--- config.mk ---
export PLATFORM = sky130hd
export DESIGN_NAME = serial_sub_ctrl
export DESIGN_NICKNAME = d
export VERILOG_FILES = /design/src/rtl/serial_sub_ctrl.sv
export SDC_FILE = /design/constraint.sdc
export NUM_CORES = 1
export LEC_CHECK = 0
export ABC_AREA = 1
export CAP_MARGIN = 5
export CELL_PAD_IN_SITES_DETAIL_PLACEMENT = 1
export CELL_PAD_IN_SITES_GLOBAL_PLACEMENT = 2
export CORE_AREA = 2 2 84 70
export CTS_BUF_LIST = sky130_fd_sc_hd__clkbuf_2
export DETAILED_ROUTE_END_ITERATION = 8
export DIE_AREA = 0 0 86 72
export PLACE_DENSITY = 0.92
export SLEW_MARGIN = 20
export SYNTH_ARGS = -nofsm -noshare
export SYNTH_HDL_FRONTEND = slang
export SYNTH_HIERARCHICAL = 1
export SYNTH_SLANG_ARGS = --single-unit
--- constraint.sdc ---
create_clock -name clk -period 1.83 [get_ports clk]
set_clock_uncertainty 0.15 [all_clocks]
set_input_delay 0.183 -clock clk [delete_from_list [all_inputs] [get_ports clk]]
set_output_delay 0.183 -clock clk [all_outputs]
set_load 0.005 [all_outputs]
--- src/rtl/serial_sub_ctrl.sv ---
// Bit-serial subtractor: one shared full-subtractor cell walks a WIDTH-bit
// operand pair LSB first and returns (a - b - bin) plus the final borrow.
`timescale 1ns/1ps

module ful_sub (
  input  logic a,
  input  logic b,
  input  logic c,
  output logic dif,
  output logic bor
);
  assign dif = a ^ b ^ c;
  assign bor = (~a & (b | c)) | (b & c);
endmodule

module serial_sub_ctrl #(
  parameter int WIDTH = 8
) (
  input  logic             clk,
  input  logic             rst_n,
  input  logic             start,
  input  logic [WIDTH-1:0] a,
  input  logic [WIDTH-1:0] b,
  input  logic             bin,
  output logic             busy,
  output logic             done,
  output logic [WIDTH-1:0] dif,
  output logic             bor
);
  localparam int CW = $clog2(WIDTH) + 1;

  typedef enum logic {IDLE = 1'b0, RUN = 1'b1} state_t;

  state_t           state;
  state_t           state_next;
  logic [WIDTH-1:0] a_sr;
  logic [WIDTH-1:0] b_sr;
  logic [WIDTH-1:0] res_sr;
  logic [WIDTH-1:0] res_next;
  logic             borrow;
  logic [CW-1:0]    cnt;
  logic             cell_dif;
  logic             cell_bor;
  logic             last_bit;

  ful_sub u_cell (
    .a   (a_sr[0]),
    .b   (b_sr[0]),
    .c   (borrow),
    .dif (cell_dif),
    .bor (cell_bor)
  );

  assign last_bit = (cnt == CW'(WIDTH - 1));
  // The completed word includes the bit being produced on this edge.
  assign res_next = {cell_dif, res_sr[WIDTH-1:1]};

  always_ff @(posedge clk or negedge rst_n) begin
    if (!rst_n) state <= IDLE;
    else        state <= state_next;
  end

  always_comb begin
    state_next = state;
    case (state)
      IDLE:    if (start)    state_next = RUN;
      RUN:     if (last_bit) state_next = IDLE;
      default: state_next = IDLE;
    endcase
  end

  always_comb begin
    busy = (state == RUN);
  end

  always_ff @(posedge clk or negedge rst_n) begin
    if (!rst_n) begin
      a_sr   <= '0;
      b_sr   <= '0;
      res_sr <= '0;
      borrow <= 1'b0;
      cnt    <= '0;
      dif    <= '0;
      bor    <= 1'b0;
      done   <= 1'b0;
    end else begin
      done <= 1'b0;
      case (state)
        IDLE: begin
          if (start) begin
            a_sr   <= a;
            b_sr   <= b;
            borrow <= bin;
            cnt    <= '0;
          end
        end
        RUN: begin
          res_sr <= res_next;
          a_sr   <= {1'b0, a_sr[WIDTH-1:1]};
          b_sr   <= {1'b0, b_sr[WIDTH-1:1]};
          borrow <= cell_bor;
          cnt    <= cnt + CW'(1);
          if (last_bit) begin
            dif  <= res_next;
            bor  <= cell_bor;
            done <= 1'b1;
          end
        end
        default: ;
      endcase
    end
  end
endmodule

## Word-level counts from Yosys, hierarchy flattened

Cells that the tools add are included.

- Register bits after elaboration: 40
- Output and inout bits: 11
- Word-level logic and storage cells: 34

- $add $sub $neg: 1
- Eq/ne operators: 2
- Muxes and demuxes: 13
- Bitwise logic cells: 8
- Reductions and logical operators: 1

Operators by type and width:

| cell | number |
|---|---|
| $pmux 8 s2 | 2 |
| $mux 8 | 2 |
| $pmux 4 s2 | 1 |
| $mux 1 | 5 |
| $add 4x1->4 const B | 1 |
| $eq 4x3->1 const B | 1 |
| $mux 4 | 1 |
| $pmux 1 s2 | 2 |
| $and 1x1->1 | 2 |
| $ne 2x2->1 const B | 1 |
| $not 1->1 | 2 |
| $or 1x1->1 | 2 |
| $reduce_and 2->1 | 1 |
| $xor 1x1->1 | 2 |

## Depth between registers and ports, before layout

Gate-level depths: netlist (run 1).

- Depth in word-level cells: 4
- Mapped depth: 7
- Depth with buffers taken out: 6

## Hierarchy

The synthesis (run 1) kept the hierarchy.

Modules (own cells, without submodules):

| module | times used | cells each | area each (um^2) | sequential area each (um^2) |
|---|---|---|---|---|
| serial_sub_ctrl | 1 | 188 | 1632.8 | 975.9 |
| ful_sub | 1 | 3 | 27.5 | 0.0 |

## Worst setup path after synthesis (run 1)

Ideal clock, no wire load.

- Path kind: reg-to-reg
- Start point: register a_sr[0]
- End point: register res_sr[7]
- Setup time: 0.127 ns
- Arrival time: 1.038 ns
- Data required time: 1.553 ns
- Setup slack: 0.515 ns
- Stages on the path, launching flop included: 6
- Path buffers: 0
- Period minus slack after synthesis: 1.315 ns
- Cell sequence: dfrtp_1 -> inv_1 -> fa_1 -> inv_1 -> nand2_1 -> o21ai_0

- Word-level cells in the longest chain between the ends: 2

RTL lines:

| element | RTL line | source |
|---|---|---|
| from (decl) | 36 | `logic [WIDTH-1:0] a_sr;` |
| from (signal assigned) | 99 | `a_sr <= {1'b0, a_sr[WIDTH-1:1]};` |
| $xor 1x1->1 (2 in a row) | 12 | `assign dif = a ^ b ^ c;` |
| net cell_dif | 42 | `logic cell_dif;` |
| to (signal assigned) | 98 | `res_sr <= res_next;` |
| to (decl) | 38 | `logic [WIDTH-1:0] res_sr;` |

The timed path passes the listed nets, and every way through them passes these cells.
A chain may end at the register's enable or synchronous reset.

## Final worst setup path (run 1)

- Start point: register state (netlist: busy)
- End point: output port busy

RTL lines:

| element | RTL line | source |
|---|---|---|
| from (decl) | 34 | `state_t state;` |
| from (signal assigned) | 60 | `else state <= state_next;` |
| to (decl) | 25 | `output logic busy,` |

No word-level cell between the ends.

==> results of run 1 <==
## Yosys cell counts (all sizes together)
library cell	n
a21oi	1
nand3	23
o21ai	5
fa	1
nand2	94
inv	14
o211ai	2
buf	6
ha	1
dfrtp	39
nor2	5
## logic make-up after synthesis
family / count (synthesis)
AOI/OAI and AO/OA: 8
and+or+nand+nor: 122
DFF: 39
adders and majority gates: 2
buffers and inverters: 20
## sequential cells by signal (all words and copies together) (netlist names)
| register | flops |
|---|---|
| a_sr | 8 |
| b_sr | 8 |
| bor | 1 |
| borrow | 1 |
| busy | 1 |
| cnt | 4 |
| dif | 8 |
| done | 1 |
| res_sr | 7 |
## cell usage in the layout (no fill, tap or decap), drive strengths merged
cell            n
o211ai          2
o21ai           5
nand3          23
clkdlybuf4s50  29
fa              1
nand2          94
clkinv          1
nor2            5
clkbuf          7
buf             7
a21oi           1
dfrtp          39
inv            14
ha              1
dlygate4sd3     1
## final timing paths
check / endpoint / depth (start not counted) / slack [ns]
max: busy / 1 / 0.11
min: a_sr[3] / 3 / 0.16
max reg2reg: res_sr[7] / 5 / 0.42
min reg2reg: dif[7] / 2 / 0.35
max in group asynchronous: b_sr[7] / 3 / 0.99
min in group asynchronous: dif[1] / 3 / 0.18
## layout make-up
| class | instances | area share [%] |
|---|---|---|
| clock buffer | 7 | 1.66 |
| timing repair buffer | 37 | 17.2 |
| sequential | 39 | 46.4 |
| multi-input combinational | 132 | 28.2 |
| tap | 65 | 3.86 |
| inverter | 14 | 2.49 |
| clock inverter | 1 | 0.237 |
## where the power goes
part	internal (mW)	switching (mW)	total (mW)
Clock	0.104	0.291	0.396
Combinational	0.581	0.688	1.27
Sequential	1.21	0.225	1.44
## metrics by stage
| stage | setup WS [ns] | total power [mW] | util (%) | instance area [um2] | hold WS [ns] |
|---|---|---|---|---|---|
| after global placement | 0.267 | 2.66 | 38.4 | 2040 | 0.123 |
| final | 0.109 | 3.10 | 39.7 | 2110 | 0.160 |
| after CTS | 0.00975 | 3.14 | 39.4 | 2090 | 0.148 |
| after global routing | 0.0338 | 3.43 | 39.7 | 2110 | 0.161 |
| after detailed placement | 0.236 | 2.74 | 38.4 | 2040 | 0.123 |
| after floorplan | 0.515 | 2.21 | - | 1660 | -0.263 |
## what timing repair did
item                       CTS  global route
buffers inserted             0             2
setup endpoints to repair    1             1
hold endpoints to repair    39             0
gates resized for setup      1             0
hold buffers                 1             0
## per-layer routing
| metal | up-vias | share of wire (%) |
|---|---|---|
| met3 | 7 | 3.9 |
| li1 | 667 | - |
| met5 | - | 0 |
| met2 | 28 | 46 |
| met1 | 622 | 48 |
| met4 | 0 | 1.4 |
==> summary.md, run 1 <==
| Metric | Value |
|---|---|
| Status | finished clean |
| Synthesis-stage register bit count | 39 |
| Diode count | 0 |
| Synthesized Nets | about 210 |
| Setup crit start kind | flop |
| Top Usage Layer GRT | met2 |
| Clk buf depth | 2 |
| Nets@finish | 251 |
| Synth Warn # | 6 |
| Initial antenna violation count | 0 |
| Synth Area in Simple Gates | 31.1% |
| Post-synthesis mux area share | 0% |
| CP peak stage delay | ~0.51 ns |
| Main combinational cell family by area after synthesis | simple AND/OR/NAND/NOR gates |
| DRT Pass-1 Iters | 4 |
| Yosys top cell area share | 58.8% |
| Routability cong. | 0.747 |
| CTS tree | done |
| Worst slew pin tran | 0.492 ns |
| Met2 usage | between 20 and 25% |
| Critical path arrival | 1.39 ns |
| Post-synthesis xor/xnor area fraction | 0% |
| Die Y | just over 70 um |
| Share of layout cells above drive strength 1 | between 10% and 20% |
| Area of the multi-input gates | ~590 um2 |
| Slew headroom | ~67% |
| Synth Cell Area | around 1700 um2 |
| Worst r2r src | a_sr[0] |
| Synth Instances | 191 |
| Routed WL | roughly 3.6 mm |
| H-tree levels | 2 |
| Post-synth top area cell | dfrtp_1 |
| GRT overflow | 0 |
| Crit end category | output port |
| Fmax | 581 MHz |
| Worst VDD drop | between 0.3 and 0.4 mV |
| Leakage | 1.05 nW |
| Vias in the first global route | ~1400 |
| Unrepaired setup endpoints after global routing | false |
| Crit path buf inv count | 1 |
| Via count | 1324 |
| Residual DRC count | 0 |
| CTS buffer count | 5 |
| Register area share after synthesis | 58.8% |
| Register area | 977 um2 |
| First-pass GRT wire length | approximately 6.6 mm |
| Crit-path cells | clkdlybuf4s50_1 |
| M1 GR Usage | 17.6% |
| Starting Density | between 30% and 40% |
| Top delay family on crit path | buffers and inverters |
| Final cell count without fillers | 295 |
| Mean Syn Cell Area | 8.69 um2 |
| Avg WL per Cell | 12.2 um |
| Synth Area in Adders | roughly 2.0% |
| Row cnt | 24 |
| Top post-synthesis cells by area | dfrtp_1 (59%), nand2_1 (21%), nand3_1 (6.9%), inv_1 (2.5%), nor2_4 (2.0%) |
| Hold path startpoint | a[3] |
| I/O pin count | 31 |
| Initial drt markers | 34 |
| Die area | 6190 um2 |
| Area grow syn2layout | 27.0% |
| Pwr Density | 1470 nW/um2 |
| Fillers | around 650 |
| CP Launch Point | busy |
| Crit Path Class | reg -> out |
| Crit-path slowest cell | clkdlybuf4s50_1 |
| Reg clk slew, reported paths | 0.21 ns |
| Core Box Area | 5320 um2 |
| M3 GR Usage | 3.41% |
| Synth cell types | 15 |
| Gr usage total | 13.6% |
| Min cycle time layout | between 1.5 and 2 ns |
| Final Cycle Share | 94.0% |
| Largest net degree at the start of global routing | 40 |
| IO Port Bufs | 30 |
| Setup TNS | 0 ns |
| Min-delay worst type | in -> reg |
| ANT nets after route | 0 |
| Synth Area in Compound Gates | under 10% |
| Clock Latency Late Sink | 0.40 ns |
| Slew Viols, Final | 0 |
| Post-DP HPWL | 2.53 mm |
| Clock root buffer master | clkbuf_2 |
| CP Max Fanout | 7 |
| Worst path required time | 1.50 ns |
| Final hold violations | 0 |
| Max cap viols | 0 |
| Sink Count | 39 |
| Placed cells | around 280 |
| DR vias/cell | around 4.5 |
| Final setup vio count | 0 |
| Die Wd | ~86 um |
Power figures use the tool's default switching activity.
==> inputs of run 2 (changes only) <==
Settings changed: CAP_MARGIN 5 to not set, PLACE_DENSITY 0.92 to not set, PLACE_DENSITY_LB_ADDON set to 0.1.
==> summary.md, run 2 (synthesis gave the netlist of run 1 again) <==
| Metric | Value |
|---|---|
| Area of the multi-input gates | 594 um2 |
| Reg clk slew, reported paths | 0.20 ns |
| H-tree levels | 2 |
| CTS tree | done |
| Commonest non-fill, non-tap cells in the layout | nand2_1 (93), dfrtp_1 (38), clkdlybuf4s50_1 (29) |
| CTS buffer count | 5 |
| Avg WL per Cell | 12.7 um |
| Die Y | between 70 and 80 um |
| Status | finished clean |
| Share of layout cells above drive strength 1 | 9.21% |
| Worst R2R Setup Slack | 0.33 ns |
| Residual DRC count | 0 |
| Die area | 6190 um2 |
| Crit Path Class | reg -> out |
| Final setup vio count | 0 |
| Setup crit start kind | flop |
| Unrepaired setup endpoints after global routing | false |
| Register area | 977 um2 |
| Pwr Density | approximately 1500 nW/um2 |
| Hold slack | about 0.12 ns |
| DRT Pass-1 Iters | 4 |
| Nets@finish | 249 |
| Min-delay worst type | in -> async |
| Slew headroom | between 70 and 80% |
| ANT nets after route | 0 |
| Sink Count | 39 |
| Crit-path cells | clkdlybuf4s50_1 |
| Row cnt | 24 |
| CP peak stage delay | 0.50 ns |
| Crit-path slowest cell | clkdlybuf4s50_1 |
| Initial antenna violation count | 0 |
| Final Cycle Share | 87.5% |
| Slew Viols, Final | 0 |
| Setup TNS | 0 ns |
| Worst path required time | around 1.5 ns |
| Gr usage total | 13.8% |
| Min cycle time layout | 1.60 ns |
| Die Wd | 86 um |
| Top delay family on crit path | buffers and inverters |
| Vias in the first global route | 1412 |
| CP Max Fanout | 2 |
| Final hold violations | 0 |
| Fmax | 624 MHz |
| Fillers | between 600 and 700 |
| DR vias/cell | 4.55 |
| First-pass GRT wire length | around 6.6 mm |
| Clock Latency Late Sink | about 0.38 ns |
| Routability cong. | approximately 0.73 |
| Worst VDD drop | 0.366 mV |
| Post-DP HPWL | 2.60 mm |
| GRT overflow | 0 |
| Starting Density | ~31% |
| Clock root buffer master | clkbuf_2 |
| Initial drt markers | 53 |
| Via count | around 1300 |
| Routed WL | 3.73 mm |
| Worst slew pin tran | 0.414 ns |
| Most common cell after layout, fill and taps aside | nand2_1 |
| Largest net degree at the start of global routing | 40 |
| Area grow syn2layout | 26.1% |
| Clk buf depth | 2 |
| Max cap viols | 0 |
| Leakage | 1.05 nW |
| I/O pin count | 31 |
| Core Box Area | about 5300 um2 |
| Crit path buf inv count | 1 |
| IO Port Bufs | 30 |
| Critical path arrival | 1.27 ns |
| Diode count | 0 |
| Top Registers | a_sr (8), b_sr (8), dif (8) |
| Crit end category | output port |
[run 2: cell count changes in the layout (fill, tap and decap cells not counted)]
cell,change
buf_4,-2
[run 2: path summary, 6_finish.rpt]
kind                            startpoint  endpoint  cells past startpoint
worst max-delay path                dif[5]    dif[5]                      1
worst min-delay path                 rst_n    dif[0]                      3
worst max register to register        busy    cnt[3]                      7
worst min register to register      dif[6]    dif[6]                      2
max in group asynchronous            rst_n      busy                      3
min in group clk                      a[0]   a_sr[0]                      3
[run 2: metrics by stage]
step | utilization, % | instances | cell area (um2) | setup slack [ns] | power, mW
final | 39.4 | 293 | 2090 | 0.228 | 3.06
after global routing | 39.4 | 293 | 2090 | 0.127 | 3.38
after CTS | 39.4 | 293 | 2090 | 0.185 | 3.13
after detailed placement | 38.3 | 283 | 2030 | 0.175 | 2.71
after global placement | 38.3 | 283 | 2030 | 0.278 | 2.64
after floorplan | - | 191 | 1660 | 0.515 | 2.21
[run 2: final cells by class]
cell class	count	area share, %
flip-flops and latches	39	46.7
well taps	65	3.89
multi-input cells	132	28.4
repair buffers	35	16.6
clock buffers	7	1.67
clock inverters	1	0.239
inverters	14	2.51
[run 2: tightest hold or removal path, stage by stage]
cell and delay, ns:
dlygate4sd3_1 0.52, buf_2 0.12, buf_12 0.23
[run 2: timing repair]
| action | in CTS | in global routing |
|---|---|---|
| hold buffers | 1 | 0 |
| resized for setup | 1 | 0 |
| endpoints found under the setup margin | 1 | 0 |
| buffers inserted | 1 | 0 |
| endpoints found under the hold margin | 39 | 0 |
[run 2: layer usage]
layer / up-vias / global-route usage, % / wire [um]
met5: - / 0 / 0
met4: 0 / 4.23 / 34
met3: 5 / 3.41 / 180
met2: 31 / 22.3 / 1700
met1: 629 / 18.5 / 1820
li1: 668 / - / -
[run 2: power by group]
| group | internal (mW) | switching (mW) | leakage, nW |
|---|---|---|---|
| clock | 0.105 | 0.286 | 0.0330 |
| combinational | 0.542 | 0.704 | 0.518 |
| sequential | 1.21 | 0.211 | 0.497 |
